`config.mk`:
```
export PLATFORM = sky130hd
export DESIGN_NAME = sw_marker_ctrl
export DESIGN_NICKNAME = d
export VERILOG_FILES = /design/src/rtl/sw_marker_ctrl.sv
export SDC_FILE = /design/constraint.sdc
export NUM_CORES = 1
export LEC_CHECK = 0
export BUFFER_PORTS_ARGS = -buffer_cell sky130_fd_sc_hd__buf_2
export CAP_MARGIN = 25
export CORE_MARGIN = 4
export CORE_UTILIZATION = 45
export DETAILED_ROUTE_END_ITERATION = 8
export HOLD_SLACK_MARGIN = 0.02
export PLACE_DENSITY = 0.61
export SETUP_SLACK_MARGIN = 0.05
export SYNTH_ARGS = -nofsm -noshare
export SYNTH_HDL_FRONTEND = slang
export SYNTH_SLANG_ARGS = --single-unit
```
`constraint.sdc`:
```
create_clock -name Clock -period 10.6 [get_ports Clock]
set_input_delay 1.59 -clock Clock [delete_from_list [all_inputs] [get_ports Clock]]
set_output_delay 1.59 -clock Clock [all_outputs]
set_load 0.01 [all_outputs]
```
`src/rtl/sw_marker_ctrl.sv`:
```
// Sweep sequencer for the 12-bit sweep-marker datapath: steps a code from start to stop, raising pipeline-aligned marker and done strobes.
// Optional build macro SW_MARKER_REPEAT_EN adds the Repeat input for continuous re-sweeping.
module sw_marker_ctrl #(
    parameter int WIDTH      = 12,
    parameter int PIPE_DEPTH = 3,
    parameter int DWELL_W    = 16
) (
    input  logic               Clock,
    input  logic               Reset,
    input  logic               Start,
    input  logic               Abort,
`ifdef SW_MARKER_REPEAT_EN
    input  logic               Repeat,
`endif
    input  logic [WIDTH-1:0]   StartCode,
    input  logic [WIDTH-1:0]   StopCode,
    input  logic [WIDTH-1:0]   StepCode,
    input  logic [DWELL_W-1:0] Dwell,
    input  logic [WIDTH-1:0]   MarkerCode,
    output logic [WIDTH-1:0]   SweepCode,
    output logic               Busy,
    output logic               MarkerOut,
    output logic               DoneOut
);

    typedef enum logic [1:0] {
        IDLE = 2'd0,
        HOLD = 2'd1,
        DONE = 2'd2
    } state_t;

    state_t               state_r, state_nxt;
    logic [WIDTH-1:0]     sweep_r, sweep_nxt;
    logic [DWELL_W-1:0]   dwell_r, dwell_nxt;
    logic                 busy_r, busy_nxt;
    logic                 armed_r, armed_nxt;
    logic                 marker_raw_r, marker_nxt;
    logic                 done_raw_s;
    logic                 latch_s;
    logic [WIDTH-1:0]     next_pt_s;

    logic [WIDTH-1:0]     start_sh_r, stop_sh_r, step_sh_r, mk_sh_r;
    logic [DWELL_W-1:0]   dwell_sh_r;
    logic                 up_sh_r;

    logic [PIPE_DEPTH-1:0] marker_pipe_r;
    logic [PIPE_DEPTH-1:0] done_pipe_r;

    // The extra carry/borrow bit keeps 4095+step and 0-step from wrapping before the clamp.
    function automatic logic [WIDTH-1:0] next_point(input logic [WIDTH-1:0] cur,
                                                    input logic [WIDTH-1:0] stop,
                                                    input logic [WIDTH-1:0] step,
                                                    input logic             up);
        logic [WIDTH:0] sum;
        logic [WIDTH:0] diff;
        sum  = {1'b0, cur} + {1'b0, step};
        diff = {1'b0, cur} - {1'b0, step};
        if (up) begin
            if (sum > {1'b0, stop}) next_point = stop;
            else                    next_point = sum[WIDTH-1:0];
        end else begin
            if (diff[WIDTH] || (diff[WIDTH-1:0] < stop)) next_point = stop;
            else                                         next_point = diff[WIDTH-1:0];
        end
    endfunction

    function automatic logic crossed(input logic [WIDTH-1:0] v,
                                     input logic [WIDTH-1:0] mk,
                                     input logic             up);
        if (up) crossed = (v >= mk);
        else    crossed = (v <= mk);
    endfunction

    // Candidate next sweep point from the latched sweep parameters.
    always_comb begin
        next_pt_s = next_point(sweep_r, stop_sh_r, step_sh_r, up_sh_r);
    end

    // Next-state and datapath-update decode.
    always_comb begin
        state_nxt  = state_r;
        sweep_nxt  = sweep_r;
        dwell_nxt  = dwell_r;
        busy_nxt   = busy_r;
        armed_nxt  = armed_r;
        marker_nxt = 1'b0;
        done_raw_s = 1'b0;
        latch_s    = 1'b0;
        case (state_r)
            IDLE: begin
                if (Start && !Abort) begin
                    latch_s    = 1'b1;
                    sweep_nxt  = StartCode;
                    dwell_nxt  = Dwell;
                    busy_nxt   = 1'b1;
                    state_nxt  = HOLD;
                    marker_nxt = crossed(StartCode, MarkerCode, StopCode >= StartCode);
                    armed_nxt  = !marker_nxt;
                end else begin
                    state_nxt = IDLE;
                end
            end
            HOLD: begin
                if (Abort) begin
                    state_nxt = IDLE;
                    busy_nxt  = 1'b0;
                    armed_nxt = 1'b0;
                end else if (dwell_r != {DWELL_W{1'b0}}) begin
                    dwell_nxt = dwell_r - {{(DWELL_W-1){1'b0}}, 1'b1};
                end else if (sweep_r == stop_sh_r) begin
`ifdef SW_MARKER_REPEAT_EN
                    if (Repeat) begin
                        done_raw_s = 1'b1;
                        sweep_nxt  = start_sh_r;
                        dwell_nxt  = dwell_sh_r;
                        marker_nxt = crossed(start_sh_r, mk_sh_r, up_sh_r);
                        armed_nxt  = !marker_nxt;
                    end else begin
                        state_nxt = DONE;
                    end
`else
                    state_nxt = DONE;
`endif
                end else begin
                    sweep_nxt = next_pt_s;
                    dwell_nxt = dwell_sh_r;
                    if (armed_r && crossed(next_pt_s, mk_sh_r, up_sh_r)) begin
                        marker_nxt = 1'b1;
                        armed_nxt  = 1'b0;
                    end else begin
                        armed_nxt = armed_r;
                    end
                end
            end
            DONE: begin
                done_raw_s = 1'b1;
                busy_nxt   = 1'b0;
                state_nxt  = IDLE;
            end
            default: begin
                state_nxt = IDLE;
                busy_nxt  = 1'b0;
                armed_nxt = 1'b0;
            end
        endcase
    end

    // FSM state register.
    always_ff @(posedge Clock) begin
        if (Reset) state_r <= IDLE;
        else       state_r <= state_nxt;
    end

    // Sweep code, dwell counter, busy and marker-arming registers.
    always_ff @(posedge Clock) begin
        if (Reset) begin
            sweep_r      <= {WIDTH{1'b0}};
            dwell_r      <= {DWELL_W{1'b0}};
            busy_r       <= 1'b0;
            armed_r      <= 1'b0;
            marker_raw_r <= 1'b0;
        end else begin
            sweep_r      <= sweep_nxt;
            dwell_r      <= dwell_nxt;
            busy_r       <= busy_nxt;
            armed_r      <= armed_nxt;
            marker_raw_r <= marker_nxt;
        end
    end

    // Shadow copy of the sweep parameters, frozen for the whole sweep; step 0 behaves as step 1.
    always_ff @(posedge Clock) begin
        if (Reset) begin
            start_sh_r <= {WIDTH{1'b0}};
            stop_sh_r  <= {WIDTH{1'b0}};
            step_sh_r  <= {WIDTH{1'b0}};
            mk_sh_r    <= {WIDTH{1'b0}};
            dwell_sh_r <= {DWELL_W{1'b0}};
            up_sh_r    <= 1'b0;
        end else if (latch_s) begin
            start_sh_r <= StartCode;
            stop_sh_r  <= StopCode;
            step_sh_r  <= (StepCode == {WIDTH{1'b0}}) ? {{(WIDTH-1){1'b0}}, 1'b1} : StepCode;
            mk_sh_r    <= MarkerCode;
            dwell_sh_r <= Dwell;
            up_sh_r    <= (StopCode >= StartCode);
        end else begin
            start_sh_r <= start_sh_r;
        end
    end

    // Strobe delay lines matching the datapath latency.
    always_ff @(posedge Clock) begin
        if (Reset) begin
            marker_pipe_r <= {PIPE_DEPTH{1'b0}};
            done_pipe_r   <= {PIPE_DEPTH{1'b0}};
        end else begin
            marker_pipe_r[0] <= marker_raw_r;
            done_pipe_r[0]   <= done_raw_s;
            for (int i = 1; i < PIPE_DEPTH; i++) begin
                marker_pipe_r[i] <= marker_pipe_r[i-1];
                done_pipe_r[i]   <= done_pipe_r[i-1];
            end
        end
    end

    assign SweepCode = sweep_r;
    assign Busy      = busy_r;
    assign MarkerOut = marker_pipe_r[PIPE_DEPTH-1];
    assign DoneOut   = done_pipe_r[PIPE_DEPTH-1];

endmodule

```
**Word-level counts from Yosys, hierarchy flattened**

Cells that the tools add are included.

- Bitwise operators: 1
- $lt $le $gt $ge: 7
- Equality and inequality tests: 13
- Add/subtract/negate cells: 3
- Multiplexer cells: 45
- Reductions and logical operators: 14

Operators by type and width:

| cell | count |
|---|---|
| $mux 12 | 8 |
| $mux 16 | 4 |
| $ge 12x12->1 | 3 |
| $pmux 16 s2 | 1 |
| $le 12x12->1 | 2 |
| $mux 1 | 24 |
| $pmux 12 s2 | 1 |
| $reduce_bool 16->1 | 1 |
| $sub 16x1->16 const B | 1 |
| $ne 3x3->1 const B | 5 |
| $add 12x12->13 | 1 |
| $gt 13x12->1 | 1 |
| $sub 12x12->13 | 1 |
| $eq 12x12->1 | 1 |
| $logic_not 12->1 | 1 |
| $lt 12x12->1 | 1 |
| $ne 2x2->1 const B | 5 |
| $reduce_and 5->1 | 2 |
| $mux 2 | 3 |
| $pmux 1 s2 | 2 |
| $pmux 2 s2 | 1 |
| $reduce_and 2->1 | 2 |
| $reduce_and 4->1 | 1 |
| $pmux 1 s3 | 1 |
| 8 further kinds | 10 |

- Logic and storage cells: 96
- Bits of input ports: 68
- Register bits after elaboration: 92
- Output and inout bits: 15

**Depth between registers and ports, before layout**

- Depth in word-level cells: 17
- Depth in mapped cells: 26
- Mapped depth without buffers: 26

**Worst setup path before layout**

No wires, ideal clock.

- Path type: register to register
- From: reg sweep_r[1] (netlist: SweepCode[1])
- To: reg armed_r
- Setup time: 133 ps
- Cell stages (with the launch flop): 25
- Clock period less this slack: 5413 ps
- Data required time: 10467 ps
- Arrival time: 5280 ps
- Setup slack: 5187 ps
- Cell sequence: dfxtp_1 inv_1 fa_1 nor2_1 o311a_1 o211ai_2 and2_1 a211oi_1 inv_1 ha_1 a21o_1 a211o_1 o311a_4 o32a_1 buf_6 a221oi_4 ha_1 nor2b_1 o21a_1 o21a_1 o21ai_0 a31oi_1 o31ai_1 a21o_1 o32ai_1

- Longest elaborated chain between the ends: 14

Ends and longest elaborated chain:

| item | RTL line | RTL |
|---|---|---|
| start: declaration | 33 | `logic [WIDTH-1:0] sweep_r, sweep_nxt;` |
| start signal: assignment | 157 | `sweep_r <= {WIDTH{1'b0}};` |
| start signal: assignment | 163 | `sweep_r <= sweep_nxt;` |
| $sub 12x12->13 | 57 | `diff = {1'b0, cur} - {1'b0, step};` |
| $lt 12x12->1 | 62 | `if (diff[WIDTH] \|\| (diff[WIDTH-1:0] < stop)) next_point = stop;` |
| $logic_or 1x1->1 | 62 |  |
| $mux 12 | 62 |  |
| $mux 12 | 58 | `if (up) begin` |
| $le 12x12->1 or $ge 12x12->1 (tied branches) | 71, 70 |  |
| $mux 1 | 70 | `if (up) crossed = (v >= mk);` |
| $mux 1 | 110 | `end else if (sweep_r == stop_sh_r) begin` |
| $mux 1 | 108 | `end else if (dwell_r != {DWELL_W{1'b0}}) begin` |
| $mux 1 | 104 | `if (Abort) begin` |
| $mux 1 | 89 | `case (state_r)` |
| $logic_and 1x1->1 | 127 | `if (armed_r && crossed(next_pt_s, mk_sh_r, up_sh_r)) begin` |
| $ne 3x3->1 (no line) | -- |  |
| $reduce_and 5->1 (no line) * | -- |  |
| end signal: assignment | 166 | `armed_r <= armed_nxt;` |
| end: declaration | 36 | `logic armed_r, armed_nxt;` |

Every way passes the cells marked *; elsewhere a longest branch is shown, timed or not. The select of a mux whose other input is x is not followed.
A chain may end at the register's enable or synchronous reset.

**Worst setup path after layout**

Same ends and word-level chain as after synthesis.

==> summary.txt <==
Status
  – Outcome: complete, no violations

Global route
  – Vias in the first global route: 6,029
  – Initial antenna violation count: 0
  – GRT Total Usage: 0.221
  – Gr ovfl total: 0
  – First-pass GRT wire length: between 30,000 and 40,000 um
  – Largest net degree at the start of global routing: 57

Placed design
  – GPL Wtd Cong: 0.902
  – Worst slack at placement: 4570 ps
  – Hpwl dp: between 10,000 and 15,000 um
  – Port Buffers: 82

STA
  – Worst Skew: 8.52 ps
  – Max Slew Vio Count: 0
  – RSZ-0062 raised after global routing: false
  – Final hold vios: 0
  – Slew margin rel.: 0.532
  – Worst-Margin Slew: 701 ps
  – FMAX: roughly 0.16 GHz
  – Setup ws final: about 4500 ps
  – Tcrit/Tclk final: 0.573
  – Final setup fails: 0
  – Min cycle time layout: about 6100 ps
  – TNS Setup: 0 ps

Synthesis
  – EDFF count, synth: 0
  – Ys async rst share: 0
  – Post-Synth XOR/XNOR Area: 0.0490
  – Post-synthesis cell type count: 65
  – Post-Synthesis Cells: 911
  – Synth Net Count: 1,066
  – Most frequent cell after synthesis: nand2_1
  – Synth Area per Inst: 7.65 um2
  – Ys Warns: 0
  – Synth area leaders: dfxtp_1 (26%), ha_1 (15%), nand2_1 (7.3%)
  – Most instantiated cells after synthesis: nand2_1 (135), a21oi_1 (96), dfxtp_1 (92)
  – Cell taking the most area after synthesis: dfxtp_1
  – Adder-Cell Fraction of Synth Area: 0.158
  – Simple-gate share of the synthesized area: 0.210
  – Synth Area in Compound Gates: 0.241
  – Synth top area share: 0.264
  – Synthesized area: 6970 um2
  – Register area share after synthesis: 0.264
  – Post-synth top flop: dfxtp_1
  – Mux contribution to synthesized area: 0.00431
  – Post-synthesis register bit count: 92
  – Largest family of logic cells by synthesized area: compound AO/OA/AOI/OAI gates

Layout
  – Ratio of cells with drive above 1 in the final layout: 0.133
  – Nets: 1,123
  – Fill cells: 1,579
  – Ant diodes: 0
  – P&R area growth vs syn: 11.7%

Routing
  – Metal1 wirelength: 9720 um
  – Drt pass-1 iters: 5
  – Drt drc: 0
  – Top Layer Used: met4
  – WL met3: 859 um
  – Vias per cell: 5.48
  – Drt first-iter violations: 318
  – Routed len/inst: 16.7 um
  – Final ANT Viol Nets: 0
  – Total number of vias: 6,351
  – Metal2 WL: approximately 8600 um
  – Final wirelength: around 19,000 um

Die
  – # IOs: 83
  – Die X-Extent: 132 um
  – Die height: 132 um
  – Core Box Area: approximately 15,000 um2
  – Die ar.: 17,500 um2
  – Row cnt: 45
  – Initial Util: 0.459

CTS
  – Hold_buf cts: 0
  – Clock transition at path regs: approximately 70 ps
  – Clock Sink Count: 92
  – Worst skew pair latency: 360 ps
  – Clock root buffer: clkbuf_16
  – CTS tree: yes
  – Setup bufs post-CTS: 0
  – Post-cts sizing count: 0
  – Clock buffer depth: 2
  – CTS Buf Count: 9
  – # H-tree levels: 3

Setup path
  – CP endpoint kind: flip-flop
  – Slowest stage delay, CP: 530 ps
  – Critical path type: reg -> reg
  – WP depth: 23
  – Top delay family on crit path: compound AO/OA/AOI/OAI gates
  – CP max FO: 10
  – CP bufs+invs: 2
  – Critical path's slowest cell: o32a_1
  – Critical Path RT: roughly 11,000 ps
  – R2R depth: 23
  – Crit-path cells: inv_1, fa_1, nor2_1, o311a_1, o211ai_2, and2_1, a211oi_1, inv_1, ha_1, a21o_1, a211o_1, o311a_4, o32a_1, a221oi_4, ha_1, nor2b_1, o21a_1, o21a_1, o21ai_0, a31oi_1, o31ai_1, a21o_1, o32ai_1
  – CP arrival: about 6300 ps
  – CP startpoint kind: flip-flop

Power and ir drop
  – LEAKAGE: between 3 and 4 nW
  – VDD IR max: 97.1 uV
  – Pwr dens: 151 nW/um2

Flow run
  – Max-Cap Viols: 0

Worst hold path
  – WHS Path Cells: 1
  – Hold WC Path Type: reg -> reg
[flip-flops by register name, summed over array words and instances (netlist names), 2 cells and up]
signal and flops:
dwell_sh_r 16, state_r 2, dwell_r 16, step_sh_r 12, SweepCode 12, mk_sh_r 12, stop_sh_r 12, done_pipe_r 3
marker_pipe_r 3
[metrics by stage]
stage                     hold slack [ps]  cell area [um2]  utilization  power (W)  cells
after detailed placement              425             7500        0.493   0.000844   1145
after global routing                  452             7790        0.512    0.00125   1160
after CTS                             435             7790        0.512    0.00118   1160
after floorplan                       414             6970            -   0.000730    911
final                                 435             7790        0.512    0.00117   1160
after global placement                429             7500        0.493   0.000845   1145
[cell families after synthesis]
family,count (synthesis)
and+or+nand+nor,318
AOI/OAI and AO/OA,243
buffers and inverters,129
DFF,92
adders and majority gates,87
xor gates and xnor gates,39
muxes,3
[report_power, final]
group,internal [W],total [W],switching [W]
logic,0.000191,0.000456,0.000264
clock network,0.000183,0.000332,0.000149
registers,0.000364,0.000385,0.0000204
total,0.000739,0.00117,0.000434
[worst paths after layout]
kind	end	slack, ps	startpoint
hold reg to reg	marker_pipe_r[1]$_SDFF_PP0_	440	marker_pipe_r[0]$_SDFF_PP0_
setup / recovery	armed_r$_SDFFE_PP0P_	4530	SweepCode[1]$_SDFFE_PP0P_
hold / removal	marker_pipe_r[1]$_SDFF_PP0_	440	marker_pipe_r[0]$_SDFF_PP0_
setup reg to reg	armed_r$_SDFFE_PP0P_	4530	SweepCode[1]$_SDFFE_PP0P_
[cell type report]
| cell class | instances | area (um2) | area share |
|---|---|---|---|
| clock buffers | 10 | 229 | 0.0294 |
| flip-flops and latches | 92 | 1840 | 0.236 |
| clock inverters | 5 | 60.1 | 0.00771 |
| well taps | 188 | 235 | 0.0302 |
| inverters | 85 | 319 | 0.0410 |
| repair buffers | 90 | 470 | 0.0604 |
| multi-input cells | 690 | 4630 | 0.595 |
[per-layer routing]
layer / GRT usage / vias to the layer above
met5: 0 / -
met4: 0.0462 / 0
met3: 0.0460 / 19
met2: 0.348 / 130
met1: 0.315 / 2909
li1: - / 3293
[worst register-to-register path, cell delays in order (launching register included)]
cell and delay, ps:
dfxtp_1 480, inv_1 140, fa_1 480, nor2_1 170, o311a_1 220, o211ai_2 130, and2_1 220, a211oi_1 410
inv_1 90, ha_1 300, a21o_1 160, a211o_1 310, o311a_4 420, o32a_1 530, a221oi_4 320, ha_1 280
nor2b_1 130, o21a_1 160, o21a_1 180, o21ai_0 220, a31oi_1 140, o31ai_1 250, a21o_1 140, o32ai_1 70
[placed cells by master, fill, tap and decap left out, types with 4 or more instances in the layout]
master / count
buf_2: 82
nand2_1: 134
a21o_1: 17
a211o_1: 4
o21a_1: 11
a21oi_1: 96
xor2_1: 8
a221oi_2: 6
a211oi_1: 35
inv_1: 84
o21ai_0: 23
buf_4: 8
nand2b_1: 8
a31oi_1: 10
nor2b_1: 19
dfxtp_1: 92
nor4_1: 14
o31ai_1: 6
o21bai_1: 4
nand3_1: 12
clkbuf_16: 9
or2_2: 4
or3_1: 5
nand4_1: 10
or4_1: 4
nor3_1: 25
ha_1: 85
nor2_1: 67
xnor2_1: 31
Power figures use the tool's default switching activity.
